File: src/rtl/vga_timing_ctrl.sv
// Raster sequencer: pixel-strobed H/V counters with registered sync, blanking,
// line/frame markers and a linear framebuffer address; starts/stops on frame edges.
module vga_timing_ctrl #(
  parameter int H_VISIBLE = 640,
  parameter int H_FRONT   = 16,
  parameter int H_SYNC    = 96,
  parameter int H_BACK    = 48,
  parameter int V_VISIBLE = 480,
  parameter int V_FRONT   = 10,
  parameter int V_SYNC    = 2,
  parameter int V_BACK    = 33,
  parameter int SYNC_POL  = 0,
  parameter int ADDR_W    = 19
) (
  input  logic              CLK,
  input  logic              RST,
  input  logic              PIX_EN,
  input  logic              ENABLE,
  output logic [9:0]        HCOUNT,
  output logic [9:0]        VCOUNT,
  output logic              HSYNC,
  output logic              VSYNC,
  output logic              VIDEO_ON,
  output logic              LINE_START,
  output logic              FRAME_START,
  output logic [ADDR_W-1:0] PIX_ADDR,
  output logic              ACTIVE
);

  localparam int H_TOTAL = H_VISIBLE + H_FRONT + H_SYNC + H_BACK;
  localparam int V_TOTAL = V_VISIBLE + V_FRONT + V_SYNC + V_BACK;

  localparam logic [9:0] H_LAST   = 10'(H_TOTAL - 1);
  localparam logic [9:0] V_LAST   = 10'(V_TOTAL - 1);
  localparam logic [9:0] H_VIS    = 10'(H_VISIBLE);
  localparam logic [9:0] V_VIS    = 10'(V_VISIBLE);
  localparam logic [9:0] HS_BEGIN = 10'(H_VISIBLE + H_FRONT);
  localparam logic [9:0] HS_END   = 10'(H_VISIBLE + H_FRONT + H_SYNC - 1);
  localparam logic [9:0] VS_BEGIN = 10'(V_VISIBLE + V_FRONT);
  localparam logic [9:0] VS_END   = 10'(V_VISIBLE + V_FRONT + V_SYNC - 1);

  localparam logic              SYNC_ON   = (SYNC_POL != 0);
  localparam logic              SYNC_OFF  = ~SYNC_ON;
  localparam logic [ADDR_W-1:0] ADDR_LAST = ADDR_W'(H_VISIBLE * V_VISIBLE - 1);
  localparam logic [ADDR_W-1:0] ADDR_ONE  = ADDR_W'(1);

  typedef enum logic [1:0] {
    S_IDLE,
    S_RUN,
    S_STOPPING
  } state_t;

  state_t            r_state;
  state_t            w_state_next;
  logic [9:0]        r_hcount;
  logic [9:0]        r_vcount;
  logic [9:0]        w_hcount_next;
  logic [9:0]        w_vcount_next;
  logic [ADDR_W-1:0] r_addr;
  logic [ADDR_W-1:0] w_addr_next;
  logic              r_hsync;
  logic              r_vsync;
  logic              r_video_on;
  logic              r_line_start;
  logic              r_frame_start;
  logic              r_active;
  logic              w_line_start_next;
  logic              w_frame_start_next;
  logic              w_h_last;
  logic              w_v_last;
  logic              w_run_next;
  logic              w_video_on_next;
  logic              w_hsync_next;
  logic              w_vsync_next;

  assign w_h_last = (r_hcount == H_LAST);
  assign w_v_last = (r_vcount == V_LAST);

  always_comb begin
    w_state_next       = r_state;
    w_hcount_next      = r_hcount;
    w_vcount_next      = r_vcount;
    w_addr_next        = r_addr;
    w_line_start_next  = 1'b0;
    w_frame_start_next = 1'b0;

    case (r_state)
      S_IDLE: begin
        if (PIX_EN && ENABLE) begin
          w_state_next       = S_RUN;
          w_hcount_next      = '0;
          w_vcount_next      = '0;
          w_addr_next        = '0;
          w_line_start_next  = 1'b1;
          w_frame_start_next = 1'b1;
        end
      end
      default: begin
        // ENABLE only steers RUN<->STOPPING; the raster itself never pauses for it
        if (r_state == S_RUN && !ENABLE) begin
          w_state_next = S_STOPPING;
        end else if (r_state == S_STOPPING && ENABLE) begin
          w_state_next = S_RUN;
        end

        if (PIX_EN) begin
          if (w_h_last) begin
            w_hcount_next = '0;
            w_vcount_next = w_v_last ? 10'd0 : r_vcount + 10'd1;
            if (w_v_last && r_state == S_STOPPING && !ENABLE) begin
              w_state_next = S_IDLE;
            end else begin
              w_line_start_next  = 1'b1;
              w_frame_start_next = w_v_last;
            end
          end else begin
            w_hcount_next = r_hcount + 10'd1;
          end

          // Address advances past each visible pixel but saturates on the last one
          if (w_h_last && w_v_last) begin
            w_addr_next = '0;
          end else if (r_video_on && r_addr != ADDR_LAST) begin
            w_addr_next = r_addr + ADDR_ONE;
          end
        end
      end
    endcase
  end

  // Decode from the next counter values so the registered outputs align with the counters
  assign w_run_next      = (w_state_next != S_IDLE);
  assign w_video_on_next = w_run_next && (w_hcount_next < H_VIS) && (w_vcount_next < V_VIS);
  assign w_hsync_next    = (w_run_next && w_hcount_next >= HS_BEGIN && w_hcount_next <= HS_END)
                           ? SYNC_ON : SYNC_OFF;
  assign w_vsync_next    = (w_run_next && w_vcount_next >= VS_BEGIN && w_vcount_next <= VS_END)
                           ? SYNC_ON : SYNC_OFF;

  always_ff @(posedge CLK) begin
    if (!RST) begin
      r_state       <= S_IDLE;
      r_hcount      <= '0;
      r_vcount      <= '0;
      r_addr        <= '0;
      r_hsync       <= SYNC_OFF;
      r_vsync       <= SYNC_OFF;
      r_video_on    <= 1'b0;
      r_line_start  <= 1'b0;
      r_frame_start <= 1'b0;
      r_active      <= 1'b0;
    end else begin
      r_state       <= w_state_next;
      r_hcount      <= w_hcount_next;
      r_vcount      <= w_vcount_next;
      r_addr        <= w_addr_next;
      r_hsync       <= w_hsync_next;
      r_vsync       <= w_vsync_next;
      r_video_on    <= w_video_on_next;
      r_line_start  <= w_line_start_next;
      r_frame_start <= w_frame_start_next;
      r_active      <= w_run_next;
    end
  end

  assign HCOUNT      = r_hcount;
  assign VCOUNT      = r_vcount;
  assign HSYNC       = r_hsync;
  assign VSYNC       = r_vsync;
  assign VIDEO_ON    = r_video_on;
  assign LINE_START  = r_line_start;
  assign FRAME_START = r_frame_start;
  assign PIX_ADDR    = r_addr;
  assign ACTIVE      = r_active;

endmodule

File: config.mk
export PLATFORM = sky130hd
export DESIGN_NAME = vga_timing_ctrl
export DESIGN_NICKNAME = d
export VERILOG_FILES = /design/src/rtl/vga_timing_ctrl.sv
export SDC_FILE = /design/constraint.sdc
export NUM_CORES = 1
export LEC_CHECK = 0
export CORE_AREA = 2 2 97 99
export DETAILED_ROUTE_END_ITERATION = 7
export DIE_AREA = 0 0 99 101
export GPL_TIMING_DRIVEN = 0
export PLACE_DENSITY = 0.51
export RECOVER_POWER = 100
export SYNTH_ARGS = -nofsm -noshare
export SYNTH_HDL_FRONTEND = slang
export SYNTH_SLANG_ARGS = --single-unit
File: constraint.sdc
create_clock -name CLK -period 2.99 [get_ports CLK]
set_clock_uncertainty 0.05 [all_clocks]
set_input_delay 0.299 -clock CLK [delete_from_list [all_inputs] [get_ports CLK]]
set_output_delay 0.299 -clock CLK [all_outputs]
set_load 0.1 [all_outputs]
After elaboration in Yosys (flattened, before gate mapping) --
Cells that the tools add are included.
Word-level totals: flip-flop bits (word level) 47, latch bits 0, RAM bits 0, bits in read-only memories 0, input bits 4, output and inout bits 45, memories 0
Cells by class: add/sub/neg operators 3, multiply operators 0, div/mod/pow operators 0, order comparisons 6, equality and inequality tests 6, shifts and indexed selects 0, mux-type cells 32, bitwise gates (word level) 0, reductions and logical operators 19
Operator list (number):
- two-way mux 19 bit | 5
- two-way mux 10 bit | 9
- adder 10 x 1 -> 10 bit, second input constant | 2
- equality test 10 bit, second input constant | 2
- adder 19 x 1 -> 19 bit, second input constant | 1
- != test 19 bit, second input constant | 1
- two-way mux 2 bit | 7
- logical AND 1 bit | 13
- two-way mux 1 bit | 11
- >= comparator 10 bit, second input constant | 1
- >= comparator 10 x 9 -> 1 bit, second input constant | 1
- <= comparator 10 bit, second input constant | 1
- <= comparator 10 x 9 -> 1 bit, second input constant | 1
- < comparator 10 bit, second input constant | 1
- < comparator 10 x 9 -> 1 bit, second input constant | 1
- nonzero test 2 bit | 2
- AND reduction 3 bit | 1
- nonzero test 3 bit | 1
- equality test 2 x 1 -> 1 bit, second input constant | 1
- equality test 2 bit, second input constant | 1
- logical NOT 2 bit | 1
- != test 2 bit, second input constant | 1
- logical NOT 1 bit | 1

Longest topological paths before layout --
Gate-level depths: netlist of the first run.
word-level depth 12, gate-level depth with buffers 10

Worst setup path after synthesis of the first run --
OpenSTA, ideal clock, no wires.
path kind register -> register, from register r_addr[0], in the netlist PIX_ADDR[0], to register r_addr[17], in the netlist PIX_ADDR[17], library setup time 0.120 ns, data arrival time 2.953 ns, data required time 2.820 ns, path slack -0.133 ns, cell stages (with the launch flop) 11, cells stage by stage dfxtp_1 > ha_1 > nand3_1 > or4_1 > buf_2 > o21ai_4 > a21o_4 > buf_12 > nor2_2 > a31oi_1 > nor2_1
On the way: cells in the longest elaborated chain, start to end 5
RTL lines:
- from (decl) | RTL line 59 | logic [ADDR_W-1:0] r_addr;
- from (signal assigned) | RTL line 155 | r_addr <= w_addr_next;
- adder 19 x 1 -> 19 bit | RTL line 124 | w_addr_next = r_addr + ADDR_ONE;
- two-way mux 19 bit | RTL line 123 | end else if (r_video_on && r_addr != ADDR_LAST) begin
- two-way mux 19 bit | RTL line 121 | if (w_h_last && w_v_last) begin
- two-way mux 19 bit | RTL line 106 | if (PIX_EN) begin
- two-way mux 19 bit | RTL line 87 | case (r_state)
Several ways; a longest one is shown, not always the timed one. The select of a mux whose other input is x is not followed. A chain may end at the register's enable or synchronous reset.

Worst setup path after layout of the first run --
from input PIX_EN, to register r_vsync, in the netlist VSYNC
On the way: cells in the longest elaborated chain, start to end 7
RTL lines:
- from (decl) | RTL line 17 | input logic PIX_EN,
- logical AND 1 bit | RTL line 89 | if (PIX_EN && ENABLE) begin
- two-way mux 10 bit or two-way mux 2 bit (tied branches) | RTL line 89
- two-way mux 10 bit or two-way mux 2 bit (tied branches) | RTL line 87
- >= comparator 10 x 9 -> 1 bit or nonzero test 2 bit (tied branches) | RTL line 136, 132
- logical AND 1 bit | RTL line 136 | assign w_vsync_next = (w_run_next && w_vcount_next >= VS_BEGIN && w_vcount_next <= VS_END)
- logical AND 1 bit (*) | RTL line 136
- two-way mux 1 bit (*) | RTL line 137 | ? SYNC_ON : SYNC_OFF;
- to (signal assigned) | RTL line 157 | r_vsync <= w_vsync_next;
- to (decl) | RTL line 62 | logic r_vsync;
Every way passes the cells marked *; elsewhere a longest branch is shown, timed or not.

==> out/qor.txt, run 1 <==
Area grow syn2layout - 26.6%
Post-DP Area - 3260 um^2
H-tree level count - 2
Outcome - complete, no violations
CTS-repair resized insts - 0
Vias per Instance - 5.34
Number of iterations in the first detailed-routing pass - 6
Total gr overflow - 0
Leakage - 0.00121 uW
Clock slew at reported path FFs - 0.09 ns
Seq. cell area - 947 um^2
CTS sink cnt - 47
Setup bufs post-CTS - 0
IO Port Bufs - 47
CP Max Fanout - 10
Final net count - 376
Min setup slack post-route - 0.297 ns
Reg2reg start - HCOUNT[0]
Core area - 8980 um^2
Final setup violation count - 0
WL met2 - 3.28 mm
Critical path origin - PIX_EN
Nature of the critical path startpoint - input pin
Die area - 10000 um^2
Fmax - 371 MHz
WHS - 0.339 ns
Wire length on met3 - 385 um
Number of diodes - 0
Period utilization - 0.901
Area of the multi-input gates - 1570 um^2
Final Cell Area - 3350 um^2
Post-synthesis sequential area ratio - 0.356
Crit. End Element - flip-flop
# fillers - 957
Placement Rows - 35
VDD IR max - 233 uV
MaxCap Viol Count - 0
Clock Latency Late Sink - 0.30 ns
Clock Path Buffers - 2
Vias in the first global route - 2363
Net Sw Frac - 0.262
Total negative slack - 0 ns
TritonCTS clock tree - done
Initial antenna violation count - 0
Clock power share - 0.406
Synthesis Warnings - 0
Total Wirelength - 7.27 mm
EDFF count, synth - 0
Logic pwr share - 0.127
Global Route Usage Sum - 0.151
Min-Delay Path Class - input pin to flip-flop
Antenna Nets Post-Route - 0
Synth Instances - 314
Layout cell share with drive strength beyond 1 - 0.0759
Internal - 1010 uW
Pre-CTS setup slack - 0.0468 ns
Drt drc - 0
Total number of vias - 2563
# hold bufs at CTS - 0
Largest net degree at the start of global routing - 15
Chip width - 99 um
Mean Syn Cell Area - 8.43 um^2
Pins Over Slew Limit - 0
Chip Height - 101 um
DR iter-0 viols - 87
CTS Buf Count - 5
Unrepaired setup endpoints after global routing - false
Syn Nets - 322
Post-synth cell types - 56
Post-layout util - 0.373
Relative slew slack - 0.180
DP HPWL - 5.34 mm
Io pins - 49
Async SR Flop Fraction - 0
Wire length on met1 - 3.47 mm
FF+latch count, synth - 47
Initial core utilization - 0.295
Critical path type - input pin to flip-flop
Root Buffer - clkbuf_8
Mapped Area - 2650 um^2
Worst EP required - 3.12 ns
Average routed wire per standard cell - 15.1 um
Flop pwr share - 0.467
Hold Violations, Final - 0
Min Clock Period, post-route - 2.69 ns
Ys flop type - dfxtp_1
Net Sw Power - 360 uW
GP Congestion - 0.830
Arrival time worst endpoint - 2.82 ns
First-pass GRT wire length - 12.2 mm
Top Metal Used - met4
Worst-margin pin slew - 1.22 ns
Hold Path Origin - ENABLE
Power per standard cell area - 410 nW/um^2
==> routing by layer <==
layer / up-vias / GRT usage
li1: 1264 / -
met4: 0 / 0.0474
met1: 1218 / 0.206
met5: - / 0
met3: 11 / 0.0312
met2: 70 / 0.240
==> state kept, by name, summed over array words and instances, names as in the netlist <==
name,count
VCOUNT,10
ACTIVE,1
VIDEO_ON,1
FRAME_START,1
VSYNC,1
r_state,2
PIX_ADDR,19
HCOUNT,10
LINE_START,1
HSYNC,1
==> layout by cell type, fill, tap and decap left out, types with 4 or more instances in the layout <==
| cell type | count |
|---|---|
| and4_1 | 6 |
| dfxtp_1 | 42 |
| inv_1 | 8 |
| nor3_1 | 9 |
| and2_0 | 4 |
| nand3_1 | 10 |
| nand2_1 | 29 |
| dlygate4sd3_1 | 47 |
| nand3b_1 | 5 |
| clkbuf_8 | 5 |
| ha_1 | 4 |
| o21ai_0 | 23 |
| clkbuf_1 | 9 |
| o211ai_1 | 5 |
| nor2_1 | 22 |
| a21oi_1 | 24 |
| nor3b_1 | 7 |
| o21ai_1 | 5 |
| nand4_1 | 12 |
| nor2b_1 | 12 |
| and3_1 | 11 |
| a21boi_0 | 4 |
| xnor2_1 | 10 |
| dfxtp_2 | 5 |
==> cell usage after synthesis (all sizes together), types with 3 or more instances <==
cell type | n | area share
nand3b | 5 | 0.014
and4 | 6 | 0.020
and3 | 11 | 0.026
nand2 | 29 | 0.041
a31oi | 4 | 0.015
and2 | 7 | 0.017
o211ai | 5 | 0.014
a21oi | 25 | 0.049
nor2b | 12 | 0.028
inv | 8 | 0.011
xor2 | 3 | 0.0099
nand3 | 10 | 0.019
xnor2 | 10 | 0.033
o21ai | 30 | 0.062
a21boi | 4 | 0.011
nor3b | 7 | 0.022
ha | 4 | 0.019
nor2 | 24 | 0.039
nor3 | 11 | 0.037
nand4 | 13 | 0.036
clkbuf | 6 | 0.0085
buf | 6 | 0.017
or3 | 3 | 0.0071
dfxtp | 47 | 0.36
nor4 | 3 | 0.0095
==> power groups by stage <==
stage                     Combinational, uW  Clock (uW)  Sequential, uW
after floorplan                        84.4           0             703
after global placement                  180           0             656
after detailed placement                180           0             656
after CTS                               181         577             641
after global routing                    189         601             643
final                                   175         558             641
==> final timing paths <==
kind	end	slack [ns]	cells past startpoint
max	VSYNC	0.30	9
min	r_state[0]	0.34	3
max reg2reg	VIDEO_ON	0.30	9
min reg2reg	PIX_ADDR[1]	0.45	2
==> critical path, stage by stage <==
cell,delay [ns]
dlygate4sd3_1,0.59
clkbuf_1,0.34
and4_1,0.24
nand4_1,0.18
or3_1,0.36
a21oi_1,0.19
o21ai_0,0.10
nor3_1,0.37
nand4_1,0.14
==> layout make-up <==
class,count,share of cell area
clock inverters,2,0.0179
plain buffers,12,0.0194
flip-flops and latches,47,0.283
multi-input cells,247,0.468
well taps,111,0.0414
repair buffers,47,0.140
clock buffers,6,0.0217
inverters,8,0.00896
==> per-stage QoR <==
step | power (uW) | std cells
floorplan | 788 | 314
global placement | 836 | 472
detailed placement | 836 | 472
CTS | 1400 | 480
global route | 1430 | 480
finish | 1370 | 480
==> cells by family after synthesis <==
kind of cell,count (synthesis),synth area share
AO/OA/AOI/OAI,79,0.191
buffers and inverters,20,0.0369
flip-flops,47,0.356
XOR/XNOR,13,0.0430
AND/OR/NAND/NOR,151,0.355
adder cells (fa/ha/maj),4,0.0189
Note: power is estimated with default switching activity, not from simulation.
==> run 2: changes to the inputs <==
--- a/config.mk
+++ b/config.mk
@@ -5,9 +5,11 @@
 export SDC_FILE = /design/constraint.sdc
 export NUM_CORES = 1
 export LEC_CHECK = 0
+export ABC_CLOCK_PERIOD_IN_PS = 2990
 export CORE_AREA = 2 2 97 99
 export DETAILED_ROUTE_END_ITERATION = 7
 export DIE_AREA = 0 0 99 101
+export GPL_ROUTABILITY_DRIVEN = 0
 export GPL_TIMING_DRIVEN = 0
 export PLACE_DENSITY = 0.51
 export RECOVER_POWER = 100
==> results of run 2 <==
The final DEF is identical to that of run 1; final timing and power are the same.
==> RTL change: new RTL, settings of run 2 <==
Set the parameter `ADDR_W` to 23 (it was 19).
--- a/src/rtl/vga_timing_ctrl.sv
+++ b/src/rtl/vga_timing_ctrl.sv
@@ -10,7 +10,7 @@
   parameter int V_SYNC    = 2,
   parameter int V_BACK    = 33,
   parameter int SYNC_POL  = 0,
-  parameter int ADDR_W    = 19
+  parameter int ADDR_W    = 23
 ) (
   input  logic              CLK,
   input  logic              RST,
Interface: changed (resized PIX_ADDR); port bits go from 49 to 53. The function was not compared with the original's and may differ.
==> RTL change against run 2 <==
Synthesized cell count up 4.5%; clock power down 29%; synthesized area up 5.4%; sequential cell count up 4; routed wire length up 5.0%; power down 9.0%; setup slack better by 0.019 ns; via count up 4.8%; cell area up 5.2%; critical endpoint is now HSYNC$_SDFF_PN1_; highest routed layer unchanged.
==> RTL change: results (changes against run 2) <==
status=finished, final reports clean; Leak=1.34 nW (+11%); Max VDD drop=0.000162 V (-30%); largest net degree at the start of global routing=15 (unchanged); TritonCTS buffer count=5 (unchanged); first-pass GRT wire length=12800 um (+4.6%); wire length per cell=15.3 um (+0.82%); R2R depth=7 (-2); gr usage total=15.6% (+0.53 points); placed wire-length estimate=5570 um (+4.2%); DP Area=3440 um^2 (+5.6%); number of flip-flops under the largest register name=23 (+4); Netlist cell types=59 (+5.4%); multiplexer share of the synthesized area=1.12% (+1.1 points); CTS max path bufs=2 (unchanged); top post-synthesis cells by count=dfxtp_1, nor2_1, a21oi_1, nand2_1, xnor2_1; Final #Nets=396 (+5.3%); synthesized net count=336 (+4.3%); number of global-route vias before repair=2516 (+6.5%); Min-Delay Path Class=in2reg; Compound-Gate Fraction of Synth Area=19.5% (+0.45 points); slowest library cell on the worst path=o31ai_1; Worst Path Arrival=2.88 ns (+0.06 ns); crit-path max FO=8 (-2); port bufs=51 (+8.5%); Tightest Pin Transition=1.10 ns (-0.121 ns); clk slew on worst S/H paths=0.09 ns (about the same); routing usage on met1=21.0% (+0.45 points); Synth Area in Adders=1.79% (-0.098 points); post-route design area=3530 um^2 (+5.2%); met2 Usage GRT=26.0% (+2.0 points); Synthesis Warnings=0 (unchanged); DR pass1 iterations=4 (-2); Seq/Total Area, Yosys=36.6% (+1.0 points); Synth area leaders=dfxtp_1, nor2_1, xnor2_1; CP top delay family=compound AO/OA/AOI/OAI gates; worst stage delay on the critical path=between 0.5 and 0.6 ns; CTS root buf=clkbuf_8; max-capacitance violation count=0 (unchanged); vias per cell=5.37 (+0.57%); Synth Area in XOR/XNOR=6.28% (+2.0 points); fill count=939 (-1.9%); async set-reset flop share out of synthesis=0% (unchanged); share of cells above drive strength 1=9.00% (+1.4 points); iteration-0 DRC count of the detailed router=95 (+9.2%); Ant. Diodes=0 (unchanged)
## RTL change: changes by cell type in the layout (fill, tap and decap cells not counted), moves of 6 or more
| cell | before | now |
|---|---|---|
| nor2_1 | 22 | 46 |
| nor2b_1 | 12 | 2 |
| xnor2_1 | 10 | 17 |
| nand3_1 | 10 | 16 |
| nand2_1 | 29 | 23 |
| a211oi_1 | 0 | 6 |
| dfxtp_1 | 42 | 48 |
| o21ai_0 | 23 | 5 |
## RTL change: metrics by stage
stage / std cells / power, mW / worst slack, ns
6_report: 500 / 1.25 / 0.316
3_5_place_dp: 490 / 0.875 / 0.0310
5_1_grt: 500 / 1.31 / 0.0227
4_1_cts: 498 / 1.27 / 0.199
2_1_floorplan: 328 / 0.829 / 0.0174
3_3_place_gp: 490 / 0.874 / 0.00872
## RTL change: what timing repair did
| action | in CTS | in global routing |
|---|---|---|
| buffers inserted | 0 | 2 |
| endpoints found under the hold margin | 0 | 0 |
| gates resized for setup | 0 | 0 |
| endpoints found under the setup margin | 0 | 1 |
## RTL change: layout make-up
type	instances	share of cell area, %
Sequential cell	51	29.1
Buffer	17	2.63
Tap cell	111	3.94
Clock inverter	1	0.142
Inverter	6	0.639
Clock buffer	7	2.16
Timing Repair Buffer	53	14.9
Multi-Input combinational cell	254	46.5
## RTL change: tightest hold or removal path, delay by kind of cell
| kind | cells | cell delay, ns |
|---|---|---|
| buffers and inverters | 1 | 0.18 |
| AOI/OAI and AO/OA | 1 | 0.11 |
| and+or+nand+nor | 1 | 0.08 |
## RTL change: cell families after synthesis
group                      Yosys count
AOI/OAI and AO/OA                   73
xor gates and xnor gates            20
adders and majority gates            4
buffers and inverters               23
DFF                                 51
muxes                                3
and+or+nand+nor                    154
## RTL change: final timing paths
kind / start / to / slack, ns
worst min-delay path: PIX_EN / r_state[0]$_SDFF_PN0_ / 0.35
worst max register to register: HCOUNT[4]$_SDFF_PN0_ / HSYNC$_SDFF_PN1_ / 0.32
worst max-delay path: HCOUNT[4]$_SDFF_PN0_ / HSYNC$_SDFF_PN1_ / 0.32
worst min register to register: HCOUNT[1]$_SDFF_PN0_ / HCOUNT[1]$_SDFF_PN0_ / 0.44
## RTL change: routing by layer
layer | up-vias | part of all wire [%]
met4 | 0 | 0.89
li1 | 1324 | -
met5 | - | 0
met2 | 66 | 47
met3 | 8 | 4.4
met1 | 1287 | 48
## RTL change: power by group
group / leakage (nW) / internal [mW] / switching, mW
registers: 0.414 / 0.686 / 0.00508
clock network: 0.0422 / 0.165 / 0.231
logic: 0.884 / 0.0378 / 0.125
